<file path="config.mk">
export PLATFORM = sky130hd
export DESIGN_NAME = alu_seq
export DESIGN_NICKNAME = d
export VERILOG_FILES = /design/src/rtl/alu_seq.sv
export SDC_FILE = /design/constraint.sdc
export NUM_CORES = 1
export LEC_CHECK = 0
export ABC_AREA = 1
export CAP_MARGIN = 25
export CORE_MARGIN = 5
export CORE_UTILIZATION = 51
export DETAILED_ROUTE_END_ITERATION = 10
export PLACE_DENSITY = 0.76
export SYNTH_ARGS = -nofsm -noshare
export SYNTH_HDL_FRONTEND = slang
export SYNTH_SLANG_ARGS = --single-unit
export TNS_END_PERCENT = 5
</file>
<file path="constraint.sdc">
create_clock -name clk -period 2.4 [get_ports clk]
set_input_delay 0.24 -clock clk [delete_from_list [all_inputs] [get_ports clk]]
set_output_delay 0.24 -clock clk [all_outputs]
set_load 0.01 [all_outputs]
</file>
<file path="src/rtl/alu_seq.sv">
// Multi-cycle unsigned ALU: add/sub in one cycle, shift-add multiply and
// restoring-divide remainder over WIDTH cycles, valid/ready on both sides.
module alu_seq #(
  parameter int unsigned WIDTH = 3
) (
  input  logic                 clk,
  input  logic                 rst,
  input  logic                 in_valid,
  output logic                 in_ready,
  input  logic [WIDTH-1:0]     a,
  input  logic [WIDTH-1:0]     b,
  input  logic [1:0]           op,
  output logic                 out_valid,
  input  logic                 out_ready,
  output logic [2*WIDTH-1:0]   result,
  output logic                 sf,
  output logic                 zf,
  output logic                 dzf,
  output logic                 busy
);

  localparam int unsigned RW = 2 * WIDTH;
  localparam int unsigned CW = $clog2(WIDTH + 1);

  typedef enum logic [1:0] {S_IDLE, S_CALC, S_DONE} state_t;
  typedef enum logic [1:0] {OP_ADD = 2'b00, OP_SUB = 2'b01, OP_MUL = 2'b10, OP_REM = 2'b11} op_t;

  state_t           state_q, state_d;
  op_t              op_q, op_d;
  logic [CW-1:0]    cnt_q, cnt_d;
  logic [RW-1:0]    mcand_q, mcand_d;
  logic [WIDTH-1:0] b_q, b_d;
  logic [RW-1:0]    acc_q, acc_d;
  logic [RW-1:0]    result_q, result_d;
  logic             sf_q, sf_d, zf_q, zf_d, dzf_q, dzf_d;

  logic             finish;
  logic [RW-1:0]    fin_result;
  logic             fin_dz;
  logic [WIDTH:0]   rem_shift, rem_next;

  always_ff @(posedge clk or posedge rst) begin
    if (rst) begin
      state_q  <= S_IDLE;
      op_q     <= OP_ADD;
      cnt_q    <= '0;
      mcand_q  <= '0;
      b_q      <= '0;
      acc_q    <= '0;
      result_q <= '0;
      sf_q     <= 1'b0;
      zf_q     <= 1'b0;
      dzf_q    <= 1'b0;
    end else begin
      state_q  <= state_d;
      op_q     <= op_d;
      cnt_q    <= cnt_d;
      mcand_q  <= mcand_d;
      b_q      <= b_d;
      acc_q    <= acc_d;
      result_q <= result_d;
      sf_q     <= sf_d;
      zf_q     <= zf_d;
      dzf_q    <= dzf_d;
    end
  end

  // mcand_q holds A, shifted left each iteration: it is the multiplicand for
  // mul and supplies dividend bits MSB-first (at bit WIDTH-1) for rem.
  always_comb begin
    state_d    = state_q;
    op_d       = op_q;
    cnt_d      = cnt_q;
    mcand_d    = mcand_q;
    b_d        = b_q;
    acc_d      = acc_q;
    result_d   = result_q;
    sf_d       = sf_q;
    zf_d       = zf_q;
    dzf_d      = dzf_q;
    finish     = 1'b0;
    fin_result = '0;
    fin_dz     = 1'b0;
    rem_shift  = '0;
    rem_next   = '0;

    case (state_q)
      S_IDLE: begin
        if (in_valid) begin
          state_d = S_CALC;
          op_d    = op_t'(op);
          mcand_d = RW'(a);
          b_d     = b;
          acc_d   = '0;
          cnt_d   = '0;
        end
      end

      S_CALC: begin
        case (op_q)
          OP_ADD: begin
            finish     = 1'b1;
            fin_result = mcand_q + RW'(b_q);
          end
          OP_SUB: begin
            finish     = 1'b1;
            fin_result = mcand_q - RW'(b_q);
          end
          OP_MUL: begin
            acc_d      = b_q[0] ? (acc_q + mcand_q) : acc_q;
            mcand_d    = mcand_q << 1;
            b_d        = b_q >> 1;
            fin_result = acc_d;
            cnt_d      = cnt_q + CW'(1);
            finish     = (cnt_q == CW'(WIDTH - 1));
          end
          OP_REM: begin
            if (b_q == '0) begin
              finish = 1'b1;
              fin_dz = 1'b1;
            end else begin
              rem_shift  = {acc_q[WIDTH-1:0], mcand_q[WIDTH-1]};
              rem_next   = (rem_shift >= {1'b0, b_q}) ? (rem_shift - {1'b0, b_q}) : rem_shift;
              acc_d      = RW'(rem_next);
              mcand_d    = mcand_q << 1;
              fin_result = RW'(rem_next[WIDTH-1:0]);
              cnt_d      = cnt_q + CW'(1);
              finish     = (cnt_q == CW'(WIDTH - 1));
            end
          end
          default: ;
        endcase

        if (finish) begin
          state_d  = S_DONE;
          result_d = fin_result;
          dzf_d    = fin_dz;
          zf_d     = (fin_result == '0) & ~fin_dz;
          sf_d     = fin_result[RW-1] & (op_q == OP_SUB) & ~zf_d;
        end
      end

      S_DONE: begin
        if (out_ready) state_d = S_IDLE;
      end

      default: state_d = S_IDLE;
    endcase
  end

  assign in_ready  = (state_q == S_IDLE);
  assign busy      = (state_q != S_IDLE);
  assign out_valid = (state_q == S_DONE);
  assign result    = result_q;
  assign sf        = sf_q;
  assign zf        = zf_q;
  assign dzf       = dzf_q;

endmodule
</file>
==> impl_metrics.toml <==
[run_status]
status = "finished, final reports clean"

[global_routing]
grt_usage_pct = 20.28
antenna_found_initial = 0
grt_pass1_vias = 1822
grt_first_pass_wirelength_mm = 8.452
grt_max_degree = 31
grt_overflow = 0

[routing]
dr_wl_met2_mm = 2.644
viasPerCell = 5.438
firstDrtPassIters = 5
top_layer_used = "met4"
wire_per_inst_microns = 14.60
first_iter_violations = 139
met3WireLength_microns = 291
routed_wl_mm = 5.430
wl_met1_mm = 2.425
ant_nets = 0
num_vias = 2023
drt_drc_violations_left = 0

[yosys]
syn_area_sq_mm = 0.002135
ys_warn_count = 0
synth.distinct_cells = 34
ys_seq_area_share_pct = 35.17
syn_inst = 282
yosys-top-cells-area = "dfrtp_1 35%, nand2_1 12%, ha_1 9.4%"
synth_top_area_share_pct = 35.17
synth_top_area_cell = "dfrtp_1"
postSynthAreaPerCell_sq_um = 7.569
syn_nets = 313
ys_ff_latch = 30

[layout]
area_growth_pct = 25.15
antenna_cells = 0
drive_gt1_share_pct = 17.39
final_net_count = 352
final_cell_mix = "65 x nand2_1, 38 x inv_1, 29 x dfrtp_1"
final_cells = 372
final_common_cell = "nand2_1"

[sta]
slew_viol_final = 0
slew_headroom_pct = 57.95
worst-slew-pin-transition_ns = 0.6284
setup_slack_ns = 0.08253
final.min_clock_period_ns = 2.317
min_period_over_period_pct = 96.56
fin_skew_ns = 0.007980
max_freq_mhz = 431.5
setup_viol = 0
finalSetupTns_ns = 0
hold_violations = 0

[die]
die-area_sq_mm = 0.005579
die_w_microns = 74.70
rows = 23
start_util_pct = 52.98
io-pin-count = 24
dieHeight_microns = 74.70
coreArea_sq_mm = 0.004029

[clock_network]
worstSkewPairLatency_ns = 0.29
cts_tree = "built"
ctsRootBufferMaster = "clkbuf_8"
cts_sinks = 30
htreeDepth = 2
cts_max_path_buffers = 2
holdBufCountCts = 0
path_clk_slew_ns = 0.06
cts_made_buffers = 5

[place]
pre_cts_ws_ns = 0.1537
portBuffers = 23
dp_cells = 360
dp_hpwl_mm = 3.885
place_congestion = 0.9165

[critical_path]
path_max_fanout = 9
crit_arrival_ns = 2.55
worst_ep_required_time_ns = 2.63
worstSetupEndpointType = "register"
worstSetupPathType = "reg -> reg"
worst_setup_path_start_kind = "register"

[min_path]
hold_path_class = "in -> async"

[flow_run]
maxCapViolCount = 0
[cell usage after synthesis (all sizes together)]
cell    number
a21oi       16
ha          16
inv         41
or2          2
xnor2        1
o211ai       4
a31oi        4
a211oi       1
o21ai       19
mux2         1
clkinv       1
o22ai        7
nand3       26
nand4        2
nand3b       3
fa           3
nor2        24
dfrtp       30
o31ai        1
o21a         1
xor2         2
buf          4
nand2       72
a22oi        1
[registers in the layout, indices dropped and copies added, names as in the netlist]
name	count
cnt_q	2
b_q	3
op_q	2
sf	1
zf	1
result	6
dzf	1
acc_q	6
mcand_q	6
state_q	2
[worst paths after layout]
check,endpoint,start,slack [ns],cells after the start
worst max-delay path,zf,op_q[1],0.08,14
worst min-delay path,state_q[1],rst,0.32,3
worst max register to register,zf,op_q[1],0.08,14
worst min register to register,dzf,dzf,0.47,2
max in group asynchronous,mcand_q[2],rst,1.78,3
min in group clk,dzf,dzf,0.47,2
[metrics by stage]
step | utilization (%) | area [sq um] | hold slack (ns)
final | 66.30 | 2671 | 0.3243
after CTS | 63.32 | 2551 | 0.3363
after global routing | 66.30 | 2671 | 0.3613
after floorplan | - | 2135 | 0.3263
after detailed placement | 61.06 | 2460 | 0.4574
after global placement | 61.06 | 2460 | 0.4552
[what timing repair did]
item,CTS,global route
setup buffers,0,4
setup endpoints to repair,0,3
resized for setup,0,22
[routing by layer]
metal | track usage (%) | vias to the layer above
li1 | - | 1015
met1 | 27.61 | 937
met2 | 32.78 | 64
met3 | 4.940 | 7
met4 | 4.941 | 0
met5 | 0 | -
[layout make-up]
| class | count | area, sq um |
|---|---|---|
| inverters | 42 | 165.2 |
| repair buffers | 36 | 331.6 |
| well taps | 50 | 62.56 |
| multi-input cells | 206 | 1269 |
| flip-flops and latches | 30 | 752.0 |
| clock inverters | 1 | 5.005 |
| clock buffers | 7 | 86.33 |
| fillers | 338 | 1358 |
[critical path, stage by stage (launching register included)]
cell and delay [ns]:
dfrtp_1 0.42, inv_4 0.13, nand2_2 0.15, nor2_1 0.17, a21oi_2 0.07, fa_1 0.45, nor2_2 0.14, nor2_1 0.06
a21oi_2 0.13, nand2_1 0.08, nor2_2 0.12, nand3_2 0.08, nor2_2 0.11, nand3_1 0.09, nand2_1 0.06
[cell families (layout without fill, tap and decap cells)]
logic type	Yosys count	after routing	share of synthesized area, %
AND/OR/NAND/NOR	129	129	26.73
AO/OA/AOI/OAI	54	54	14.42
buffers and inverters	46	86	9.379
flip-flops	30	30	35.17
adder cells (fa/ha/maj)	19	19	12.19
XOR/XNOR	3	3	1.583
multiplexers	1	1	0.5275
Power is left out: the tool's default activity adds up to more than one toggle a clock period on the data nets, which glitch-free logic cannot reach.
